--- src/rtl/bc_bo_pkg.sv ---
// rtl/bc_bo_pkg.sv - shared mux select and ALU op encodings for the control unit and datapath
package bc_bo_pkg;

    localparam logic [1:0] SEL_A_X  = 2'd0;
    localparam logic [1:0] SEL_A_H  = 2'd1;
    localparam logic [1:0] SEL_A_S  = 2'd2;
    localparam logic [1:0] SEL_A_K0 = 2'd3;

    localparam logic [1:0] SEL_B_X  = 2'd0;
    localparam logic [1:0] SEL_B_K1 = 2'd1;
    localparam logic [1:0] SEL_B_H  = 2'd2;
    localparam logic [1:0] SEL_B_S  = 2'd3;

    localparam logic [1:0] OP_ADD = 2'd0;
    localparam logic [1:0] OP_SUB = 2'd1;
    localparam logic [1:0] OP_ACC = 2'd2;
    localparam logic [1:0] OP_MUL = 2'd3;

endpackage

--- src/rtl/bo_alu.sv ---
// rtl/bo_alu.sv - combinational shared ALU with per-op overflow detection
module bo_alu
    import bc_bo_pkg::*;
#(
    parameter int WIDTH = 8
) (
    input  logic [WIDTH-1:0] a_i,
    input  logic [WIDTH-1:0] b_i,
    input  logic [WIDTH-1:0] s_i,
    input  logic [1:0]       op_i,
    output logic [WIDTH-1:0] result_o,
    output logic             ovf_o
);

    logic [WIDTH:0]       sum;
    logic [2*WIDTH-1:0]   prod;

    always_comb begin
        result_o = '0;
        ovf_o    = 1'b0;
        sum      = '0;
        prod     = '0;
        case (op_i)
            OP_ADD: begin
                sum      = {1'b0, a_i} + {1'b0, b_i};
                result_o = sum[WIDTH-1:0];
                ovf_o    = sum[WIDTH];
            end
            OP_SUB: begin
                result_o = a_i - b_i;
                ovf_o    = (a_i < b_i);
            end
            OP_ACC: begin
                sum      = {1'b0, s_i} + {1'b0, a_i};
                result_o = sum[WIDTH-1:0];
                ovf_o    = sum[WIDTH];
            end
            default: begin
                prod     = {{WIDTH{1'b0}}, a_i} * {{WIDTH{1'b0}}, b_i};
                result_o = prod[WIDTH-1:0];
                ovf_o    = |prod[2*WIDTH-1:WIDTH];
            end
        endcase
    end

endmodule

--- src/rtl/bo_datapath.sv ---
// rtl/bo_datapath.sv - X/H/S register datapath driven by the sequencer control word
module bo_datapath
    import bc_bo_pkg::*;
#(
    parameter int               WIDTH = 8,
    parameter logic [WIDTH-1:0] K0    = 1,
    parameter logic [WIDTH-1:0] K1    = 2
) (
    input  logic             clk,
    input  logic             reset,
    input  logic             LX,
    input  logic             LS,
    input  logic             LH,
    input  logic             H,
    input  logic [1:0]       M0,
    input  logic [1:0]       M1,
    input  logic [1:0]       M2,
    input  logic [WIDTH-1:0] x_in,
    output logic [WIDTH-1:0] s_out,
    output logic             pronto,
    output logic             ovf
);

    logic [WIDTH-1:0] x_q, x_d, h_q, h_d, s_q, s_d;
    logic [1:0]       cnt_q, cnt_d;
    logic             ovf_q, ovf_d, pronto_q, pronto_d;
    logic [WIDTH-1:0] op_a, op_b, alu_res;
    logic             alu_ovf;

    always_comb begin
        case (M0)
            SEL_A_X: op_a = x_q;
            SEL_A_H: op_a = h_q;
            SEL_A_S: op_a = s_q;
            default: op_a = K0;
        endcase
        case (M1)
            SEL_B_X:  op_b = x_q;
            SEL_B_K1: op_b = K1;
            SEL_B_H:  op_b = h_q;
            default:  op_b = s_q;
        endcase
    end

    bo_alu #(.WIDTH(WIDTH)) u_alu (
        .a_i      (op_a),
        .b_i      (op_b),
        .s_i      (s_q),
        .op_i     (M2),
        .result_o (alu_res),
        .ovf_o    (alu_ovf)
    );

    // LS and LH may fire together; both consume the same pre-edge ALU result.
    always_comb begin
        x_d      = x_q;
        h_d      = h_q;
        s_d      = s_q;
        cnt_d    = cnt_q;
        ovf_d    = ovf_q;
        pronto_d = 1'b0;
        if (LX) begin
            x_d   = x_in;
            h_d   = '0;
            s_d   = '0;
            cnt_d = '0;
            ovf_d = 1'b0;
        end else begin
            if (LH) h_d = H ? alu_res : x_in;
            if (LS) begin
                s_d      = alu_res;
                cnt_d    = (cnt_q == 2'd3) ? cnt_q : cnt_q + 2'd1;
                pronto_d = (cnt_q == 2'd2);
            end
            if ((LS || (LH && H)) && alu_ovf) ovf_d = 1'b1;
        end
    end

    always_ff @(posedge clk or posedge reset) begin
        if (reset) begin
            x_q      <= '0;
            h_q      <= '0;
            s_q      <= '0;
            cnt_q    <= '0;
            ovf_q    <= 1'b0;
            pronto_q <= 1'b0;
        end else begin
            x_q      <= x_d;
            h_q      <= h_d;
            s_q      <= s_d;
            cnt_q    <= cnt_d;
            ovf_q    <= ovf_d;
            pronto_q <= pronto_d;
        end
    end

    assign s_out  = s_q;
    assign pronto = pronto_q;
    assign ovf    = ovf_q;

endmodule

--- config.mk ---
export PLATFORM = sky130hd
export DESIGN_NAME = bo_datapath
export DESIGN_NICKNAME = d
export VERILOG_FILES = /design/src/rtl/bc_bo_pkg.sv /design/src/rtl/bo_alu.sv /design/src/rtl/bo_datapath.sv
export SDC_FILE = /design/constraint.sdc
export NUM_CORES = 1
export LEC_CHECK = 0
export ABC_AREA = 1
export BUFFER_PORTS_ARGS = -buffer_cell sky130_fd_sc_hd__buf_2
export CORE_UTILIZATION = 45
export DETAILED_ROUTE_END_ITERATION = 10
export PLACE_DENSITY = 0.66
export SETUP_SLACK_MARGIN = 0.4
export SYNTH_ARGS = -nofsm -noshare
export SYNTH_HDL_FRONTEND = slang
export SYNTH_SLANG_ARGS = --single-unit
export TNS_END_PERCENT = 10
--- constraint.sdc ---
create_clock -name clk -period 5.2 [get_ports clk]
set_input_delay 0.26 -clock clk [delete_from_list [all_inputs] [get_ports clk]]
set_output_delay 0.26 -clock clk [all_outputs]
set_load 0.02 [all_outputs]
==> impl_metrics.json <==
{
  "status": "complete, no violations",
  "worst-endpoint-required_ps": 5370,
  "netlist.area_leader.share_pct": 15.44,
  "synth_top_cell_by_area": "fa_1",
  "start_util_pct": 46.44,
  "root_buffer": "clkbuf_8",
  "synth_fp_nets": 874,
  "die_y_um": 108,
  "worstSkewPairLatency_ps": 290,
  "worst_pin_slew_ps": 1064,
  "globalplace.congestion": 0.9844,
  "cts_tree": "yes",
  "grt-ovfl-total": 0,
  "routed_wl_um": 14940,
  "ys_seq_area_share_pct": 13.86,
  "n_antenna_cell": 0,
  "io_pins": 30,
  "final_core_utilization_pct": 53.79,
  "final_nets": 935,
  "fp.dieW_um": 108,
  "drv_slew": 0,
  "path_clk_slew_ps": 90,
  "tns_ps": 0,
  "synth-edff-count": 0,
  "skew_ps": 1.453,
  "rows": 38,
  "instances_no_fill": 953,
  "cp-end-kind": "flip-flop",
  "max-vdd-ir-drop_v": 0.0002336,
  "portBuffers": 29,
  "grt_first_pass_wirelength_um": 24060,
  "grt_max_degree": 29,
  "antenna_found_initial": 0,
  "placed_area_mm2": 0.005436,
  "mostFrequentLayoutCells": "nand2_1 (184), inv_1 (151), nor2_1 (70)",
  "drt-initial-drc-count": 428,
  "seqCellArea_um2": 703.2,
  "multi_input_area_mm2": 0.003885,
  "setup_viol": 0,
  "async_flop_share_pct": 100.0,
  "period_share_pct": 89.10,
  "cp.arrival_ps": 4800,
  "grtUsageTotal_pct": 26.67,
  "die_area_mm2": 0.01166,
  "min_period_ps": 4633,
  "route.detailed.drc": 0,
  "yosysWarnings": 0,
  "p_leak_nw": 3.272,
  "place_inst": 928,
  "areaGrowthSynthToFinish_pct": 15.84,
  "worstSetupPathType": "reg -> reg",
  "p_total_mw": 1.224,
  "hp-class": "in -> reg",
  "first_pass_iters": 5,
  "crit_fanout": 6,
  "wl_per_cell_um": 15.68,
  "synthCells": 753,
  "synth.avg_cell_area_um2": 6.715,
  "hold_viol": 0,
  "maxSlewHeadroom_pct": 29.00,
  "layout_commonest_cell": "nand2_1",
  "core_area_mm2": 0.01089,
  "ys_types": 39,
  "fillerInstances": 1054,
  "netlist_top_cells_area": "fa_1 (15%), ha_1 (15%), nand2_1 (14%)",
  "cts_made_buffers": 3,
  "startpoint_type": "flip-flop",
  "clkSinkCount": 28,
  "place_hpwl_um": 12080,
  "synth-seq-cells": 28,
  "rsz0062_at_grt": "no",
  "synth.cell_area_mm2": 0.005056,
  "powerDensity_mw_per_mm2": 209.0,
  "synth_ff_type": "dfrtp_1",
  "drive_gt1_share_pct": 17.59,
  "grt_pass1_vias": 4960,
  "drt-vias-per-instance": 5.445,
  "clockBufferDepth": 2,
  "clock.fmax_ghz": 0.2158,
  "ant_nets": 0,
  "hold_buffers": 0,
  "stdcell_area_mm2": 0.005857,
  "cts_max_level": 1,
  "vias": 5189,
  "maxCapViolCount": 0
}
[worst max-delay path, cell delays in order (launching register included)]
cell      delay, ps
dfrtp_2         450
inv_1           100
o22ai_1         120
a21oi_2         260
inv_2           120
ha_2            220
fa_1            540
inv_1            60
fa_1            520
inv_1            50
fa_1            470
ha_1            310
ha_1            350
nand2_1         130
inv_1            70
a21oi_1         190
nand3b_1        100
nand2_1          70
nand2_1          50
nor2_1           80
nand4_1         100
nand2_1          80
a21oi_1          50
[metal layers]
metal	global-route usage, %	wire length (um)	vias up
li1	-	-	2497
met5	0	0	-
met4	12.43	642	0
met2	42.95	6788	232
met1	36.03	6418	2422
met3	2.652	1093	38
[path summary, 6_finish.rpt]
path,from,end,slack [ps],cells past startpoint
min,x_in[5],x_q[5]$_DFFE_PP0P_,170,3
max,s_out[5]$_DFFE_PP0P_,ovf$_DFFE_PP0P_,570,22
max reg2reg,s_out[5]$_DFFE_PP0P_,ovf$_DFFE_PP0P_,570,22
min in group asynchronous,reset,x_q[2]$_DFFE_PP0P_,220,2
min reg2reg,h_q[5]$_DFFE_PP0P_,h_q[5]$_DFFE_PP0P_,500,2
max in group asynchronous,reset,s_out[5]$_DFFE_PP0P_,4270,2
[power breakdown]
group	total [mW]	internal (mW)	switching, mW
clock	0.139	0.0681	0.0712
sequential	0.263	0.240	0.0225
combinational	0.822	0.311	0.510
[timing repair]
| item | CTS | global route |
|---|---|---|
| resized for setup | 9 | 54 |
| buffers inserted | 3 | 18 |
| setup endpoints to repair | 5 | 5 |
| pin swaps | 2 | 22 |
[through the flow]
step / hold slack, ps / setup slack (ps)
4_1_cts: 163.5 / 404.8
6_report: 173.4 / 566.6
3_5_place_dp: 466.4 / -26.57
3_3_place_gp: 469.7 / 22.78
5_1_grt: 193.5 / 316.1
2_1_floorplan: 325.4 / 521.8
[cells in the mapped netlist, types with 4 or more instances]
master      n
dfrtp_1    28
nand3_1    51
inv_1     165
nand3b_1    4
o21ai_0    28
a21oi_1    24
nand2_1   191
ha_1       62
o22ai_1    13
nor2_1     77
fa_1       39
nand4_1    13
o21a_1      6
[kinds of logic after synthesis]
group / count (synthesis) / share of synthesized area, %
DFF: 28 / 13.86
adders and majority gates: 101 / 30.78
buffers and inverters: 176 / 13.31
AOI/OAI and AO/OA: 100 / 12.97
and+or+nand+nor: 345 / 28.56
xor gates and xnor gates: 3 / 0.5198
[flip-flops by register name (all words and copies together) (netlist names)]
| name | flops |
|---|---|
| cnt_q | 2 |
| pronto | 1 |
| h_q | 8 |
| x_q | 8 |
| ovf | 1 |
| s_out | 8 |
[area by class of cell]
class / count / share of cell area, %
timing repair buffer: 63 / 6.836
tap: 140 / 2.991
inverter: 169 / 10.90
clock buffer: 4 / 0.9400
multi-input combinational: 549 / 66.33
sequential: 28 / 12.01
(Power assumes the default switching activity.)
